--- src/rtl/ysyx_23060025_bus_arbiter_n_pkg.sv ---
// Shared state codes, priority-mode constants and sizing helper for the N-master bus arbiter.
package ysyx_23060025_bus_arbiter_n_pkg;

  typedef enum logic {
    ARB_IDLE = 1'b0,
    ARB_BUSY = 1'b1
  } arb_state_e;

  localparam logic ARB_PRIO_RR    = 1'b0;
  localparam logic ARB_PRIO_FIXED = 1'b1;

  // A one-master arbiter still needs a 1-bit index so the registers stay legal.
  function automatic int idx_width(input int n);
    return (n > 1) ? $clog2(n) : 1;
  endfunction

endpackage

--- src/rtl/ysyx_23060025_bus_arbiter_n_rr_picker.sv ---
// Combinational winner selection: round-robin from ptr, or lowest index in fixed mode.
// Zero latency; no state, no backpressure.
module ysyx_23060025_rr_picker
  import ysyx_23060025_bus_arbiter_n_pkg::*;
#(
  parameter int N     = 2,
  parameter int IDX_W = 1
) (
  input  logic [N-1:0]     req,
  input  logic [IDX_W-1:0] ptr,
  input  logic             mode,
  output logic [N-1:0]     pick,
  output logic [IDX_W-1:0] pick_idx,
  output logic             any
);

  int start_pos;
  assign start_pos = (mode == ARB_PRIO_FIXED) ? 0 : int'(ptr);

  // First pass covers [start_pos, N-1]; the second wraps round to index 0.
  always_comb begin
    pick     = '0;
    pick_idx = '0;
    any      = 1'b0;
    for (int j = 0; j < N; j++) begin
      if (!any && req[j] && (j >= start_pos)) begin
        any      = 1'b1;
        pick[j]  = 1'b1;
        pick_idx = IDX_W'(j);
      end
    end
    for (int j = 0; j < N; j++) begin
      if (!any && req[j]) begin
        any      = 1'b1;
        pick[j]  = 1'b1;
        pick_idx = IDX_W'(j);
      end
    end
  end

endmodule

--- src/rtl/ysyx_23060025_bus_arbiter_n.sv ---
// N-master to 1-slave memory bus arbiter: request in cycle k drives s_psel in k+1, slave
// responses forwarded combinationally to the owner; other masters wait until the owner completes.
module ysyx_23060025_bus_arbiter_n
  import ysyx_23060025_bus_arbiter_n_pkg::*;
#(
  parameter int NUM_MASTERS = 2,
  parameter int ADDR_LEN    = 32,
  parameter int DATA_LEN    = 32,
  parameter int LEN_W       = 8,
  parameter int PRIO_MODE   = 0
) (
  input  logic                                  clock,
  input  logic                                  rstn,
  input  logic [NUM_MASTERS*ADDR_LEN-1:0]       m_paddr,
  input  logic [NUM_MASTERS-1:0]                m_psel,
  input  logic [NUM_MASTERS-1:0]                m_pwrite,
  input  logic [NUM_MASTERS*3-1:0]              m_psize,
  input  logic [NUM_MASTERS*LEN_W-1:0]          m_plen,
  input  logic [NUM_MASTERS*DATA_LEN-1:0]       m_pwdata,
  input  logic [NUM_MASTERS*(DATA_LEN/8)-1:0]   m_pwstrb,
  output logic [DATA_LEN-1:0]                   m_prdata,
  output logic [NUM_MASTERS-1:0]                m_pvalid,
  output logic [NUM_MASTERS-1:0]                m_plast,
  output logic [ADDR_LEN-1:0]                   s_paddr,
  output logic                                  s_psel,
  output logic                                  s_pwrite,
  output logic [2:0]                            s_psize,
  output logic [LEN_W-1:0]                      s_plen,
  output logic [DATA_LEN-1:0]                   s_pwdata,
  output logic [DATA_LEN/8-1:0]                 s_pwstrb,
  input  logic [DATA_LEN-1:0]                   s_prdata,
  input  logic                                  s_pvalid,
  input  logic                                  s_plast,
  output logic [NUM_MASTERS-1:0]                grant_o,
  output logic                                  proto_err
);

  localparam int   N      = NUM_MASTERS;
  localparam int   STRB_W = DATA_LEN / 8;
  localparam int   IDX_W  = idx_width(N);
  localparam logic MODE   = (PRIO_MODE != 0) ? ARB_PRIO_FIXED : ARB_PRIO_RR;

  arb_state_e        state, state_nxt;
  logic [N-1:0]      grant_q, grant_nxt;
  logic [IDX_W-1:0]  ptr, ptr_nxt;
  logic [LEN_W:0]    cnt, cnt_nxt;
  logic [N-1:0]      pick;
  logic [IDX_W-1:0]  pick_idx;
  logic              pick_any;
  logic              busy;
  logic              done;

  ysyx_23060025_rr_picker #(
    .N     (N),
    .IDX_W (IDX_W)
  ) u_picker (
    .req      (m_psel),
    .ptr      (ptr),
    .mode     (MODE),
    .pick     (pick),
    .pick_idx (pick_idx),
    .any      (pick_any)
  );

  always_ff @(posedge clock) begin
    if (!rstn) begin
      state   <= ARB_IDLE;
      grant_q <= '0;
      ptr     <= '0;
      cnt     <= '0;
    end else begin
      state   <= state_nxt;
      grant_q <= grant_nxt;
      ptr     <= ptr_nxt;
      cnt     <= cnt_nxt;
    end
  end

  always_comb begin
    state_nxt = state;
    grant_nxt = grant_q;
    ptr_nxt   = ptr;
    cnt_nxt   = cnt;
    if (state == ARB_IDLE) begin
      if (pick_any) begin
        state_nxt = ARB_BUSY;
        grant_nxt = pick;
        cnt_nxt   = '0;
        if (MODE == ARB_PRIO_RR) begin
          ptr_nxt = (pick_idx == IDX_W'(N - 1)) ? '0 : pick_idx + 1'b1;
        end
      end
    end else begin
      if (s_pvalid) begin
        cnt_nxt = cnt + 1'b1;
      end
      if (done) begin
        state_nxt = ARB_IDLE;
        grant_nxt = '0;
      end
    end
  end

  // grant_q is one-hot while busy and zero otherwise, so it doubles as the mux select.
  always_comb begin
    s_paddr  = '0;
    s_pwrite = 1'b0;
    s_psize  = '0;
    s_plen   = '0;
    s_pwdata = '0;
    s_pwstrb = '0;
    for (int i = 0; i < N; i++) begin
      if (grant_q[i]) begin
        s_paddr  = m_paddr[i*ADDR_LEN +: ADDR_LEN];
        s_pwrite = m_pwrite[i];
        s_psize  = m_psize[i*3 +: 3];
        s_plen   = m_plen[i*LEN_W +: LEN_W];
        s_pwdata = m_pwdata[i*DATA_LEN +: DATA_LEN];
        s_pwstrb = m_pwstrb[i*STRB_W +: STRB_W];
      end
    end
  end

  assign busy     = (state == ARB_BUSY);
  assign s_psel   = busy;
  assign grant_o  = grant_q;
  assign m_prdata = s_prdata;
  assign m_pvalid = grant_q & {N{s_pvalid}};
  assign m_plast  = grant_q & {N{s_plast}};
  assign done     = busy & s_pvalid & (s_pwrite | s_plast);

  // A read must end exactly when the beat count equals plen; only s_plast actually ends it.
  assign proto_err = busy & ~s_pwrite & s_pvalid &
                     (s_plast ? (cnt != {1'b0, s_plen}) : (cnt == {1'b0, s_plen}));

endmodule

--- config.mk ---
export PLATFORM = sky130hd
export DESIGN_NAME = ysyx_23060025_bus_arbiter_n
export DESIGN_NICKNAME = d
export VERILOG_FILES = /design/src/rtl/ysyx_23060025_bus_arbiter_n_pkg.sv /design/src/rtl/ysyx_23060025_bus_arbiter_n_rr_picker.sv /design/src/rtl/ysyx_23060025_bus_arbiter_n.sv
export SDC_FILE = /design/constraint.sdc
export NUM_CORES = 1
export LEC_CHECK = 0
export ABC_AREA = 0
export CAP_MARGIN = 30
export CELL_PAD_IN_SITES_DETAIL_PLACEMENT = 1
export CELL_PAD_IN_SITES_GLOBAL_PLACEMENT = 1
export CORE_MARGIN = 4
export CORE_UTILIZATION = 12
export CTS_CLUSTER_DIAMETER = 30
export CTS_CLUSTER_SIZE = 14
export DETAILED_ROUTE_END_ITERATION = 8
export PLACE_DENSITY = 0.77
export SLEW_MARGIN = 0
export SYNTH_ARGS = -nofsm -noshare
export SYNTH_HDL_FRONTEND = slang
export SYNTH_HIERARCHICAL = 1
export SYNTH_SLANG_ARGS = --single-unit
--- constraint.sdc ---
create_clock -name clock -period 1.8 [get_ports clock]
set_clock_uncertainty 0.1 [all_clocks]
set_input_delay 0.36 -clock clock [delete_from_list [all_inputs] [get_ports clock]]
set_output_delay 0.36 -clock clock [all_outputs]
set_load 0.1 [all_outputs]
==> results.py <==
metrics = {
    "layout": {
        "final_instance_count_excl_fillers": 745,
        "multiInputGateArea_mm2": 0.002092,
        "layout.cells.most_common": "sky130_fd_sc_hd__clkdlybuf4s50_1",
        "seqCellArea_um2": 271.5,
        "final_util": 0.4548,
        "post_route_cells_drive_above_1_share": 0.5180,
        "antennaDiodeCount": 0,
        "design.final.nets": 729,
        "commonest_non_fill_non_tap_cells_in_the_layout": "sky130_fd_sc_hd__clkdlybuf4s50_1, sky130_fd_sc_hd__buf_12, sky130_fd_sc_hd__a22o_4",
        "fillerInstances": 1627,
        "areaGrowthSynthToFinish_pct": 270.5,
    },
    "power": {
        "internal_power_w": 0.001920,
        "combinationalPowerShare": 0.795,
        "power_switching_w": 0.001713,
        "p_seq_frac": 0.086,
        "power_per_cell_area_mw_per_mm2": 501.0,
        "p_sw_frac": 0.4716,
        "worst_ir_drop_vdd_mv": 0.2535,
        "total_leakage_power_nw": 3.108,
        "clockPowerShare": 0.120,
    },
    "clock_network": {
        "cts_tree": "yes",
        "worst_skew_pair.late_latency_ns": 0.25,
        "htree_levels": 1,
        "clkSinkCount": 13,
        "number_of_buffers_inserted_during_clock_tree_synthesis": 3,
        "cts_hold_buf": 0,
        "cts.path.max_buffers": 2,
        "cts.clk_slew.worst_paths_ns": 0.05,
        "clock_tree.root_cell": "sky130_fd_sc_hd__clkbuf_16",
    },
    "floorplan": {
        "dieArea_mm2": 0.01841,
        "die_width_um": 135.7,
        "floorplan.initialDensity": 0.1227,
        "std_cell_core_area_mm2": 0.01594,
        "chipHeight_um": 135.7,
        "io-pin-count": 318,
        "num_rows": 46,
    },
    "route": {
        "initialDrtViolationCount": 82,
        "avg_wl_per_cell_um": 24.87,
        "routed_via_density": 4.373,
        "drt_pre_antenna_iters": 4,
        "vias": 3258,
        "drc": 0,
        "route.final.wire_length_um": 18530,
        "ant_nets": 0,
    },
    "logic_synthesis": {
        "synthSimpleGateAreaFrac": 0.2155,
        "synth_area_in_compound_gates": 0.4425,
        "synth-seq-area-share": 0.1330,
        "mappedNetlistNets": 449,
        "post_synthesis_adder_cell_area_fraction": 0.006394,
        "ys_seq_elements": 13,
        "synth_enable_flop_cells": 0,
        "post_synth_num_cell_types": 43,
        "combinational_family_with_the_most_area_after_synthesis": "compound AO/OA/AOI/OAI gates",
        "synth.avg_cell_area_um2": 7.828,
        "syn-cell-area_mm2": 0.001957,
        "synth_xor_area_frac": 0.01790,
        "ys.flop_type": "sky130_fd_sc_hd__dfxtp_1",
        "synth-async-reset-ratio": 0,
        "synth_warnings": 6,
        "synth_mux_area_frac": 0.005115,
        "postSynthCellCount": 250,
    },
    "outcome": {
        "failed_checks": "negative setup slack",
        "outcome": "finished, violations left",
    },
    "setup_path": {
        "worst-r2r-setup-slack_ns": 0.10,
        "timing_worst_setup_path_type": "input pin to primary output",
        "crit_required_ns": 1.34,
        "crit_path_max_fanout": 3,
        "cp_data_arrival_time_ns": 2.09,
        "worst_setup_path_end_kind": "primary output",
        "critical_path.startpoint_type": "input pin",
    },
    "timing": {
        "timing.final.max_slew_violations": 0,
        "finalWorstPathRequiredPeriod_ns": 2.554,
        "max_freq_mhz": 391.6,
        "fin_setup_tns_ns": -38.45,
        "postLayoutSetupSlackWorst_ns": -0.7539,
        "finalSetupViolCount": 78,
        "rsz0062_at_grt": "true",
        "final_hold_viol_count": 0,
        "fin_crit_sh": 1.419,
    },
    "place": {
        "gpl.final_weighted_congestion": 0.7887,
        "placed_cells_incl_taps": 701,
        "placement.io_buffers": 253,
        "hpwl_um": 13420,
        "dpl_worst_slack_ns": -0.8658,
    },
    "global_route": {
        "globalRouteOverflowTotal": 0,
        "gr-usage-all-layers": 0.1872,
        "vias_in_the_first_global_route": 3688,
        "grt_antenna_before_repair": 0,
        "largest_net_degree_at_the_start_of_global_routing": 16,
        "first_pass_grt_wire_length_um": 25470,
    },
    "hold_path": {
        "min-delay-path-class": "flop to flop",
    },
    "job": {
        "max_cap_viol_count": 0,
    },
}
-- routing by layer --
layer | global-route usage | share of wire | vias to the layer above
met5 | 0 | 0 | -
met4 | 0.04087 | 0.018 | 0
met3 | 0.05015 | 0.068 | 26
met2 | 0.3576 | 0.55 | 145
met1 | 0.2054 | 0.36 | 1592
li1 | - | - | 1495
-- flip-flops by register name, summed over array words and instances (netlist names) --
signal	count
ptr	1
s_psel	1
cnt	9
grant_o	2
-- through the flow --
step                hold WS, ns  area, um^2  total power, W
floorplan                0.3716        2774        0.002098
finish                   0.4517        7251        0.003633
detailed placement       0.4533        6264        0.002897
CTS                      0.4624        7174        0.003617
global route             0.4963        7251        0.003721
global placement         0.4199        6264        0.002861
-- worst paths after layout --
kind / start / endpoint / cells past startpoint
worst max register to register: grant_o[0]$_SDFFE_PN0P_ / grant_o[1]$_SDFFE_PN0P_ / 8
worst min register to register: ptr$_SDFFE_PN0P_ / ptr$_SDFFE_PN0P_ / 2
worst min-delay path: ptr$_SDFFE_PN0P_ / ptr$_SDFFE_PN0P_ / 2
worst max-delay path: m_plen[8] / proto_err / 8
-- kinds of logic (layout without fill, tap and decap cells) --
| kind of cell | count (synthesis) | in the layout |
|---|---|---|
| xor gates and xnor gates | 4 | 4 |
| buffers and inverters | 54 | 333 |
| adders and majority gates | 1 | 1 |
| DFF | 13 | 13 |
| other | 1 | 1 |
| and+or+nand+nor | 68 | 68 |
| muxes | 1 | 1 |
| AOI/OAI and AO/OA | 108 | 108 |
-- final cells by class --
class | instances | area share
Clock inverter | 1 | 0.0006903
Clock buffer | 3 | 0.01035
Tap cell | 216 | 0.03727
Sequential cell | 13 | 0.03745
Multi-Input combinational cell | 183 | 0.2885
Timing Repair Buffer | 327 | 0.6247
Inverter | 2 | 0.001035
-- power by group through the flow --
| stage | Sequential [W] | Combinational, W | Clock, W |
|---|---|---|---|
| floorplan | 0.000346 | 0.00175 | 0 |
| global placement | 0.000323 | 0.00254 | 0 |
| detailed placement | 0.000323 | 0.00257 | 0 |
| CTS | 0.000312 | 0.00287 | 0.000440 |
| global route | 0.000313 | 0.00296 | 0.000446 |
| finish | 0.000311 | 0.00289 | 0.000434 |
-- synth_stat cells (2+ instances only) --
| cell | number | area [um^2] |
|---|---|---|
| sky130_fd_sc_hd__a22o_1 | 72 | 630.6 |
| sky130_fd_sc_hd__buf_4 | 35 | 262.8 |
| sky130_fd_sc_hd__nand2_1 | 22 | 82.58 |
| sky130_fd_sc_hd__dfxtp_1 | 13 | 260.3 |
| sky130_fd_sc_hd__clkbuf_1 | 11 | 41.29 |
| sky130_fd_sc_hd__a21oi_1 | 10 | 50.05 |
| sky130_fd_sc_hd__nand3_1 | 7 | 35.03 |
| sky130_fd_sc_hd__nor2_1 | 6 | 22.52 |
| sky130_fd_sc_hd__o21ai_0 | 6 | 30.03 |
| sky130_fd_sc_hd__a21boi_0 | 5 | 37.54 |
| sky130_fd_sc_hd__buf_2 | 5 | 25.02 |
| sky130_fd_sc_hd__and2_1 | 4 | 25.02 |
| sky130_fd_sc_hd__and3b_1 | 4 | 35.03 |
| sky130_fd_sc_hd__nand3b_1 | 4 | 30.03 |
| sky130_fd_sc_hd__xor2_1 | 4 | 35.03 |
| sky130_fd_sc_hd__a21o_1 | 3 | 22.52 |
| sky130_fd_sc_hd__and3_1 | 3 | 18.77 |
| sky130_fd_sc_hd__nand3b_4 | 3 | 60.06 |
| sky130_fd_sc_hd__or3_1 | 3 | 18.77 |
| sky130_fd_sc_hd__a211oi_1 | 2 | 15.01 |
| sky130_fd_sc_hd__inv_1 | 2 | 7.510 |
| sky130_fd_sc_hd__nand2_2 | 2 | 12.51 |
| sky130_fd_sc_hd__nand4_1 | 2 | 12.51 |
| sky130_fd_sc_hd__nor2b_1 | 2 | 12.51 |
| sky130_fd_sc_hd__o211ai_1 | 2 | 15.01 |
-- what timing repair did --
| action | CTS | global route |
|---|---|---|
| setup endpoints to repair | 82 | 82 |
| cloned | 15 | 1 |
| resized for setup | 58 | 9 |
| setup buffers | 22 | 8 |
| pin swaps | 28 | 12 |
-- worst max-delay path, stage by stage --
cell	delay (ns)
sky130_fd_sc_hd__clkdlybuf4s50_1	0.49
sky130_fd_sc_hd__nand2_2	0.09
sky130_fd_sc_hd__nand3_1	0.11
sky130_fd_sc_hd__o2111ai_2	0.13
sky130_fd_sc_hd__nor4_2	0.29
sky130_fd_sc_hd__buf_4	0.17
sky130_fd_sc_hd__mux2i_4	0.24
sky130_fd_sc_hd__buf_12	0.20
Power figures use the tool's default switching activity.
